## config.mk

```make
export PLATFORM = sky130hd
export DESIGN_NAME = arinc_rx_word
export DESIGN_NICKNAME = d
export VERILOG_FILES = /design/src/rtl/arinc_rx_pkg.sv /design/src/rtl/arinc_gap_timer.sv /design/src/rtl/arinc_rx_word.sv
export SDC_FILE = /design/constraint.sdc
export NUM_CORES = 1
export LEC_CHECK = 0
export CORE_ASPECT_RATIO = 0.8
export CORE_UTILIZATION = 55
export DETAILED_ROUTE_END_ITERATION = 12
export DONT_BUFFER_PORTS = 1
export PLACE_DENSITY = 0.7
export SYNTH_ARGS = -nofsm -noshare
export SYNTH_HDL_FRONTEND = slang
export SYNTH_SLANG_ARGS = --single-unit
export TNS_END_PERCENT = 50
```

## constraint.sdc

```tcl
create_clock -name clk -period 3.75 [get_ports clk]
set_input_delay 0.75 -clock clk [delete_from_list [all_inputs] [get_ports clk]]
set_output_delay 0.75 -clock clk [all_outputs]
set_load 0.1 [all_outputs]
```

## src/rtl/arinc_rx_pkg.sv

```systemverilog
`default_nettype none
// +-----------------------------------------------------------------+
// | arinc_rx_pkg : shared types and constants for the ARINC-429 RX  |
// | Rev 1.0                                                         |
// +-----------------------------------------------------------------+
package arinc_rx_pkg;

  typedef enum logic [0:0] {
    HUNT = 1'b0,
    RECV = 1'b1
  } state_e;

  localparam logic [1:0] ERR_SHORT = 2'd1;
  localparam logic [1:0] ERR_BOTH  = 2'd2;
  localparam logic [1:0] ERR_FAST  = 2'd3;

  localparam int ARINC_WORD_LEN = 32;

  // The label is transmitted MSB first, so the first-received byte is mirrored.
  function automatic logic [7:0] rev8(input logic [7:0] v);
    logic [7:0] r;
    for (int i = 0; i < 8; i++) begin
      r[i] = v[7-i];
    end
    return r;
  endfunction

endpackage
`default_nettype wire

```

## src/rtl/arinc_gap_timer.sv

```systemverilog
`default_nettype none
// +-----------------------------------------------------------------+
// | arinc_gap_timer : idle-gap and bit-spacing saturating counters  |
// | Rev 1.0                                                         |
// +-----------------------------------------------------------------+
module arinc_gap_timer #(
  parameter int GAP_CYC     = 1000,
  parameter int MIN_BIT_CYC = 200
) (
  input  logic clk,
  input  logic res,
  input  logic line_act_i,
  input  logic bit_edge_i,
  output logic gap_o,
  output logic early_o
);

  localparam int GW = $clog2(GAP_CYC + 1);
  localparam int SW = $clog2(MIN_BIT_CYC + 1);
  localparam logic [GW-1:0] GAP_MAX = GW'(GAP_CYC);
  localparam logic [SW-1:0] SPC_MAX = SW'(MIN_BIT_CYC);

  logic [GW-1:0] gcnt_q, gcnt_d;
  logic [SW-1:0] scnt_q, scnt_d;

  always_comb begin
    gcnt_d = gcnt_q;
    if (line_act_i) begin
      gcnt_d = '0;
    end else if (gcnt_q != GAP_MAX) begin
      gcnt_d = gcnt_q + 1'b1;
    end

    scnt_d = scnt_q;
    if (bit_edge_i) begin
      scnt_d = '0;
    end else if (scnt_q != SPC_MAX) begin
      scnt_d = scnt_q + 1'b1;
    end
  end

  always_ff @(posedge clk) begin
    if (res) begin
      gcnt_q <= '0;
      scnt_q <= '0;
    end else begin
      gcnt_q <= gcnt_d;
      scnt_q <= scnt_d;
    end
  end

  assign gap_o   = (gcnt_q == GAP_MAX);
  assign early_o = (scnt_q < SPC_MAX);

endmodule
`default_nettype wire

```

## src/rtl/arinc_rx_word.sv

```systemverilog
`default_nettype none
// +-----------------------------------------------------------------+
// | arinc_rx_word : frames RXP/RXN bit pulses into 32-bit words     |
// | Rev 1.0                                                         |
// +-----------------------------------------------------------------+
module arinc_rx_word
  import arinc_rx_pkg::*;
#(
  parameter int GAP_CYC     = 1000,
  parameter int MIN_BIT_CYC = 200
) (
  input  logic        clk,
  input  logic        res,
  input  logic        RXP,
  input  logic        RXN,
  output logic [31:0] word,
  output logic [7:0]  label,
  output logic        rdy,
  output logic        par_err,
  output logic        err,
  output logic [1:0]  err_code,
  output logic [5:0]  N_bit
);

  localparam logic [5:0] LAST_BIT = 6'(ARINC_WORD_LEN - 1);

  logic        rxp_q, rxn_q;
  logic        one_edge, zero_edge, bit_edge, both, both_new;
  logic        gap, early;
  state_e      state_q, state_d;
  logic [5:0]  nbit_q, nbit_d;
  logic [31:0] shreg_q, shreg_d, full_w;
  logic [31:0] word_q, word_d;
  logic [7:0]  label_q, label_d;
  logic        par_q, par_d, rdy_q, rdy_d, err_q, err_d;
  logic [1:0]  code_q, code_d;

  assign one_edge  = RXP & ~rxp_q;
  assign zero_edge = RXN & ~rxn_q;
  assign bit_edge  = one_edge | zero_edge;
  assign both      = RXP & RXN;
  // Strobe the both-high error once per occurrence, not every cycle it persists.
  assign both_new  = both & ~(rxp_q & rxn_q);

  arinc_gap_timer #(
    .GAP_CYC    (GAP_CYC),
    .MIN_BIT_CYC(MIN_BIT_CYC)
  ) u_gap_timer (
    .clk       (clk),
    .res       (res),
    .line_act_i(RXP | RXN),
    .bit_edge_i(bit_edge),
    .gap_o     (gap),
    .early_o   (early)
  );

  always_comb begin
    full_w = shreg_q;
    full_w[nbit_q[4:0]] = one_edge;

    state_d = state_q;
    nbit_d  = nbit_q;
    shreg_d = shreg_q;
    word_d  = word_q;
    label_d = label_q;
    par_d   = par_q;
    rdy_d   = 1'b0;
    err_d   = 1'b0;
    code_d  = code_q;

    if (both) begin
      err_d   = both_new;
      code_d  = both_new ? ERR_BOTH : code_q;
      nbit_d  = '0;
      shreg_d = '0;
      state_d = HUNT;
    end else begin
      case (state_q)
        HUNT: begin
          if (gap) begin
            state_d = RECV;
          end
        end
        RECV: begin
          // A gap ends any partial word before a coincident edge can extend it.
          if (gap && nbit_q != '0) begin
            err_d   = 1'b1;
            code_d  = ERR_SHORT;
            nbit_d  = '0;
            shreg_d = '0;
          end else if (bit_edge) begin
            if (nbit_q != '0 && early) begin
              err_d   = 1'b1;
              code_d  = ERR_FAST;
              nbit_d  = '0;
              shreg_d = '0;
              state_d = HUNT;
            end else if (nbit_q == LAST_BIT) begin
              word_d  = full_w;
              label_d = rev8(full_w[7:0]);
              par_d   = ~^full_w;
              rdy_d   = 1'b1;
              nbit_d  = '0;
              shreg_d = '0;
            end else begin
              shreg_d = full_w;
              nbit_d  = nbit_q + 1'b1;
            end
          end
        end
        default: state_d = HUNT;
      endcase
    end
  end

  always_ff @(posedge clk) begin
    if (res) begin
      rxp_q   <= 1'b0;
      rxn_q   <= 1'b0;
      state_q <= HUNT;
      nbit_q  <= '0;
      shreg_q <= '0;
      word_q  <= '0;
      label_q <= '0;
      par_q   <= 1'b0;
      rdy_q   <= 1'b0;
      err_q   <= 1'b0;
      code_q  <= '0;
    end else begin
      rxp_q   <= RXP;
      rxn_q   <= RXN;
      state_q <= state_d;
      nbit_q  <= nbit_d;
      shreg_q <= shreg_d;
      word_q  <= word_d;
      label_q <= label_d;
      par_q   <= par_d;
      rdy_q   <= rdy_d;
      err_q   <= err_d;
      code_q  <= code_d;
    end
  end

  assign word     = word_q;
  assign label    = label_q;
  assign rdy      = rdy_q;
  assign par_err  = par_q;
  assign err      = err_q;
  assign err_code = code_q;
  assign N_bit    = nbit_q;

endmodule
`default_nettype wire

```

## Word level (Yosys, flattened, before mapping)

Index checks and enable logic that the tools add are counted.
W data, S select, Z words.

| storage, ports and cells | value |
|---|---|
| bits in registers | 104 |
| bits in latches | 0 |
| RAM bits | 0 |
| memory bits (read-only) | 0 |
| output and inout bits | 51 |
| word-level logic and storage cells | 83 |
| memories | 0 |

| operators by class | value |
|---|---|
| add/subtract/negate cells | 3 |
| multipliers | 0 |
| divide/modulo/power cells | 0 |
| order comparisons | 3 |
| equal/unequal tests | 5 |
| shift-type cells | 0 |
| multiplexer cells | 28 |
| bitwise operators | 15 |
| reductions and logical operators | 16 |

Operators with widths:

| operator | number |
|---|---|
| $mux W32 | 4 |
| $bwmux W32 | 1 |
| $reduce_xnor A32 Y1 | 1 |
| $mux W6 | 4 |
| $mux W2 | 6 |
| $mux W1 | 11 |
| $add A10 B1 Y10 const B | 1 |
| $eq A10 B10 Y1 const B | 1 |
| $ne A10 B10 Y1 const B | 1 |
| $add A8 B1 Y8 const B | 1 |
| $lt A8 B8 Y1 const B | 1 |
| $ne A8 B8 Y1 const B | 1 |
| $not A1 Y1 | 8 |
| $add A6 B1 Y6 const B | 1 |
| $eq A6 B5 Y1 const B | 1 |
| $lt A5 B6 Y1 const B | 1 |
| $reduce_and A6 Y1 | 1 |
| $reduce_bool A3 Y1 | 2 |
| $reduce_bool A6 Y1 | 1 |
| $reduce_or A2 Y1 | 3 |
| $reduce_or A6 Y1 | 1 |
| $and A1 B1 Y1 | 5 |
| $demux W1 S5 | 1 |
| $ge A5 B1 Y1 const B | 1 |
| other kinds (7) | 11 |

## Depth between registers and ports, before layout

| depth | value |
|---|---|
| word-level depth | 9 |
| gate-level depth with buffers | 13 |
| gate-level depth less buffers | 11 |

## Cells and area by module

A second synthesis with hierarchy kept.

| unflattened totals | value |
|---|---|
| cells, all modules | 699 |
| area total of the unflattened synthesis | 5,535.3 sq um |

By module, submodules not included:

| module | instances | cells each | area an instance (sq um) |
|---|---|---|---|
| arinc_rx_word | 1 | 591 | 4,629.4 |
| arinc_gap_timer | 1 | 108 | 905.9 |

## Worst setup path after synthesis

Ideal clock, no wire load.

| timing path | value |
|---|---|
| kind | reg2reg |
| start | register nbit_q[1], in the netlist N_bit[1] |
| end | register par_q, in the netlist par_err |
| arrival | 3.384 ns |
| data required time | 3.666 ns |
| setup slack | 0.281 ns |
| stages on the path, launching flop included | 12 |
| period minus slack after synthesis | 3.469 ns |
| cell sequence | dfxtp_1 > ha_1 > buf_2 > nor4bb_1 > nor3_1 > a21oi_1 > o21ai_0 > a21oi_1 > xnor2_1 > xnor3_1 > xnor2_1 > o31ai_2 |

| on the way | value |
|---|---|
| longest elaborated chain between the ends | 6 |
| elaborated cells on any way between the ends | 14 |

RTL lines:

| what | line | text |
|---|---|---|
| from (decl) | arinc_rx_word.sv:31 | `logic [5:0] nbit_q, nbit_d;` |
| from (signal assigned) | arinc_rx_word.sv:133 | `nbit_q <= nbit_d;` |
| $lt A5 B6 Y1 (not written as such) or $ge A5 B1 Y1 (tied branches) | arinc_rx_word.sv:59 | `full_w[nbit_q[4:0]] = one_edge;` |
| $logic_and A1 B1 Y1 (not written as such) | arinc_rx_word.sv:59 |  |
| $mux W1 (not written as such) | arinc_rx_word.sv:59 |  |
| $demux W1 S5 | arinc_rx_word.sv:59 |  |
| $bwmux W32 | arinc_rx_word.sv:59 |  |
| $reduce_xnor A32 Y1 | arinc_rx_word.sv:101 | `par_d = ~^full_w;` |
| to (signal assigned) | arinc_rx_word.sv:137 | `par_q <= par_d;` |
| to (decl) | arinc_rx_word.sv:35 | `logic par_q, par_d, rdy_q, rdy_d, err_q, err_d;` |

Several ways; a longest one is shown, not always the timed one.
A chain may end at the register's enable or synchronous reset.

## Worst setup path after layout

Ends and elaborated chain as after synthesis.

==> impl_results.md <==
- Layout cells sized above 1: 0.0886
- Max VDD drop: 235 µV
- Top cells by area, synth: dfxtp_1 35%, nand2_1 8.5%, nor2_1 6.0%, a21oi_1 5.5%, o21ai_0 3.6%
- Max H-tree Level: 3
- Crit path kind: flip-flop to flip-flop
- Routed Antenna Nets: 0
- RSZ-0062 raised after global routing: false
- RePlAce Congestion: roughly 0.86
- Filler cells: approximately 900
- Reg area: 1930 µm²
- Static Leak: around 1.9 nW
- Post-CTS resize count: 0
- Count leader, synth: nand2_1
- CP required: around 4 ns
- Hold Path Class: input port to flip-flop
- HPWL after DPL: roughly 9600 µm
- Run status: finished, final reports clean
- Die X: approximately 110 µm
- First-pass GRT wire length: 23000 µm
- Final instance count without filler cells: roughly 840
- Ports: 55
- Share of the synthesized area in the top cell type: 0.352
- Core area: 9650 µm²
- CTS root buf: clkbuf_16
- Max Fclk: approximately 300 MHz
- Post-Synthesis Net Count: ~730
- Worst-Skew Late Latency: about 0.35 ns
- Row count: 32
- Detailed Route Iter0 Violations: between 400 and 500
- Critical path's top delay family: XOR/XNOR gates
- Post-CTS Setup Bufs: 0
- Critical Path End Type: flip-flop
- DR WL/cell: 16.5 µm
- Critical Path AT: between 3 and 4 ns
- CTS buffer count: 9
- Synth Cell Area: between 5000 and 6000 µm²
- Via/cell ratio: 6.03
- Final net count: ~710
- Hold buffers post-CTS: 0
- Slew Limit Fails: 0
- Die height: around 90 µm
- Clock tree from TritonCTS: done
- Vias in the first global route: 4563
- Setup Viol. Count Final: 0
- MaxCap Viol Count: 0
- Crit-path slowest cell: ha_1
- DRT Wirelength: 13800 µm
- Setup_tns: 0 ns
- Clock slew at reported path FFs: around 0.070 ns
- Asr flop ratio synth: 0
- Top post-synthesis cells by count: 123 x nand2_1, 96 x dfxtp_1, 87 x nor2_1
- Die area: just over 10000 µm²
- Number of synthesized flops with an enable pin: 0
- Cells after Synth: roughly 720
- Worst Max-Slew Pin Slew: around 1.1 ns
- Placed cell count: approximately 800
- Final Hold Vio Count: 0
- Final min period: 3.28 ns
- All-Layer GR Usage: 0.277
- CP most frequent cell: xnor3_1
- Initial Util: 0.566
- Netlist cell types: 61
- Number of port buffers: 0
- Synth Flop Type: dfxtp_1
- PD cells: approximately 340 nW/µm²
- Hold slack: between 0.4 and 0.5 ns
- Clock Tree Buf Depth: 2
- CP max stage delay: around 0.68 ns
- Initial antenna violation count: 0
- Via count: between 5000 and 6000
- Ys Warns: 0
- Sequential-to-total area share from yosys stat: 0.352
- Slew HR: 0.289
- Area grow syn2layout: 6.76%
- PnR worst setup slack: between 0.4 and 0.5 ns
- Multi-input gate area: around 3200 µm²
- Crit-path max FO: 22
- Post-synthesis register bit count: 96
- Clock Skew: ~0.0064 ns
- Largest area contributor in the netlist: dfxtp_1
- # clock sinks: between 90 and 100
- DRC Markers: 0
- Crit-path cells: ha_1 > buf_4 > a311oi_1 > nor3_1 > a311oi_2 > xor2_1 > xnor3_1 > xnor3_1 > xnor2_1 > o31ai_2
- Avg Synthesized Cell Area: 7.57 µm²
- DR pass1 iterations: 6
- Antenna cells: 0
- Maximum number of pins on one net before global-route repair: 45
- Remaining global-route overflow: 0
- Setup crit start kind: flip-flop
- Buf/Inv on CP: 1
- DP Worst Slack: 0.530 ns
- Period utilisation layout: 0.876
- Layout Utilization: 0.604
## metrics by stage
step,area [µm²],total power [W]
3_5_place_dp,5540,0.00112
3_3_place_gp,5540,0.00112
5_1_grt,5830,0.00206
2_1_floorplan,5460,0.00111
4_1_cts,5830,0.00201
6_report,5830,0.00199
## worst reg2reg max path, stage by stage, from the launching register on
cell and delay, ns:
dfxtp_1 0.44, ha_1 0.68, buf_4 0.30, a311oi_1 0.11, nor3_1 0.29, a311oi_2 0.08
xor2_1 0.18, xnor3_1 0.42, xnor3_1 0.39, xnor2_1 0.15, o31ai_2 0.17
## cell type report
class / count / area share
multi-input combinational: 554 / 0.551
tap: 136 / 0.0292
timing repair buffer: 25 / 0.0322
clock buffer: 9 / 0.0387
inverter: 11 / 0.00709
sequential: 96 / 0.332
clock inverter: 5 / 0.0103
## placed cells by master (no fill, tap or decap), types with 20 or more instances in the layout
master and n:
a21oi_1 60, a22oi_1 22, buf_4 25, dfxtp_1 88, nand2_1 123, nand3_1 31, nor2_1 86, o21ai_0 39
xnor2_1 20
## registers in the layout (all words and copies together) (netlist names)
register	flops
par_err	1
u_gap_timer.scnt_q	8
err	1
err_code	2
N_bit	6
rxn_q	1
rdy	1
shreg_q	32
state_q	1
u_gap_timer.gcnt_q	10
word	32
rxp_q	1
## kinds of logic after synthesis
| family | after synthesis | synth area share |
|---|---|---|
| AOI/OAI and AO/OA | 182 | 0.215 |
| xor gates and xnor gates | 39 | 0.0701 |
| adders and majority gates | 8 | 0.0183 |
| buffers and inverters | 71 | 0.0614 |
| DFF | 96 | 0.352 |
| muxes | 12 | 0.0225 |
| and+or+nand+nor | 313 | 0.261 |
## routing by layer
layer  GRT usage  vias to the layer above  routed length, µm
li1            -                     2466                  -
met1       0.399                     2339               6570
met2       0.414                      215               5910
met3      0.0594                       22               1160
met4      0.0800                        0                193
met5           0                        -                  0
## worst paths after layout
check	from	endpoint	slack, ns	cells after the start
hold / removal	res	word[6]$_SDFFE_PP0P_	0.47	1
hold reg to reg	u_gap_timer.gcnt_q[1]$_SDFFE_PP0P_	u_gap_timer.gcnt_q[1]$_SDFFE_PP0P_	0.50	2
setup reg to reg	N_bit[1]$_SDFFE_PP0P_	par_err$_SDFFE_PP0P_	0.47	10
setup / recovery	N_bit[1]$_SDFFE_PP0P_	par_err$_SDFFE_PP0P_	0.47	10
## power breakdown
group          switching, W  internal [W]  total (W)  leakage (nW)
registers         0.0000121       0.00102    0.00104         0.778
logic             0.0000411     0.0000193  0.0000605         0.996
clock network      0.000388      0.000509   0.000897         0.126
No activity file was read; power rests on OpenSTA's default activity.
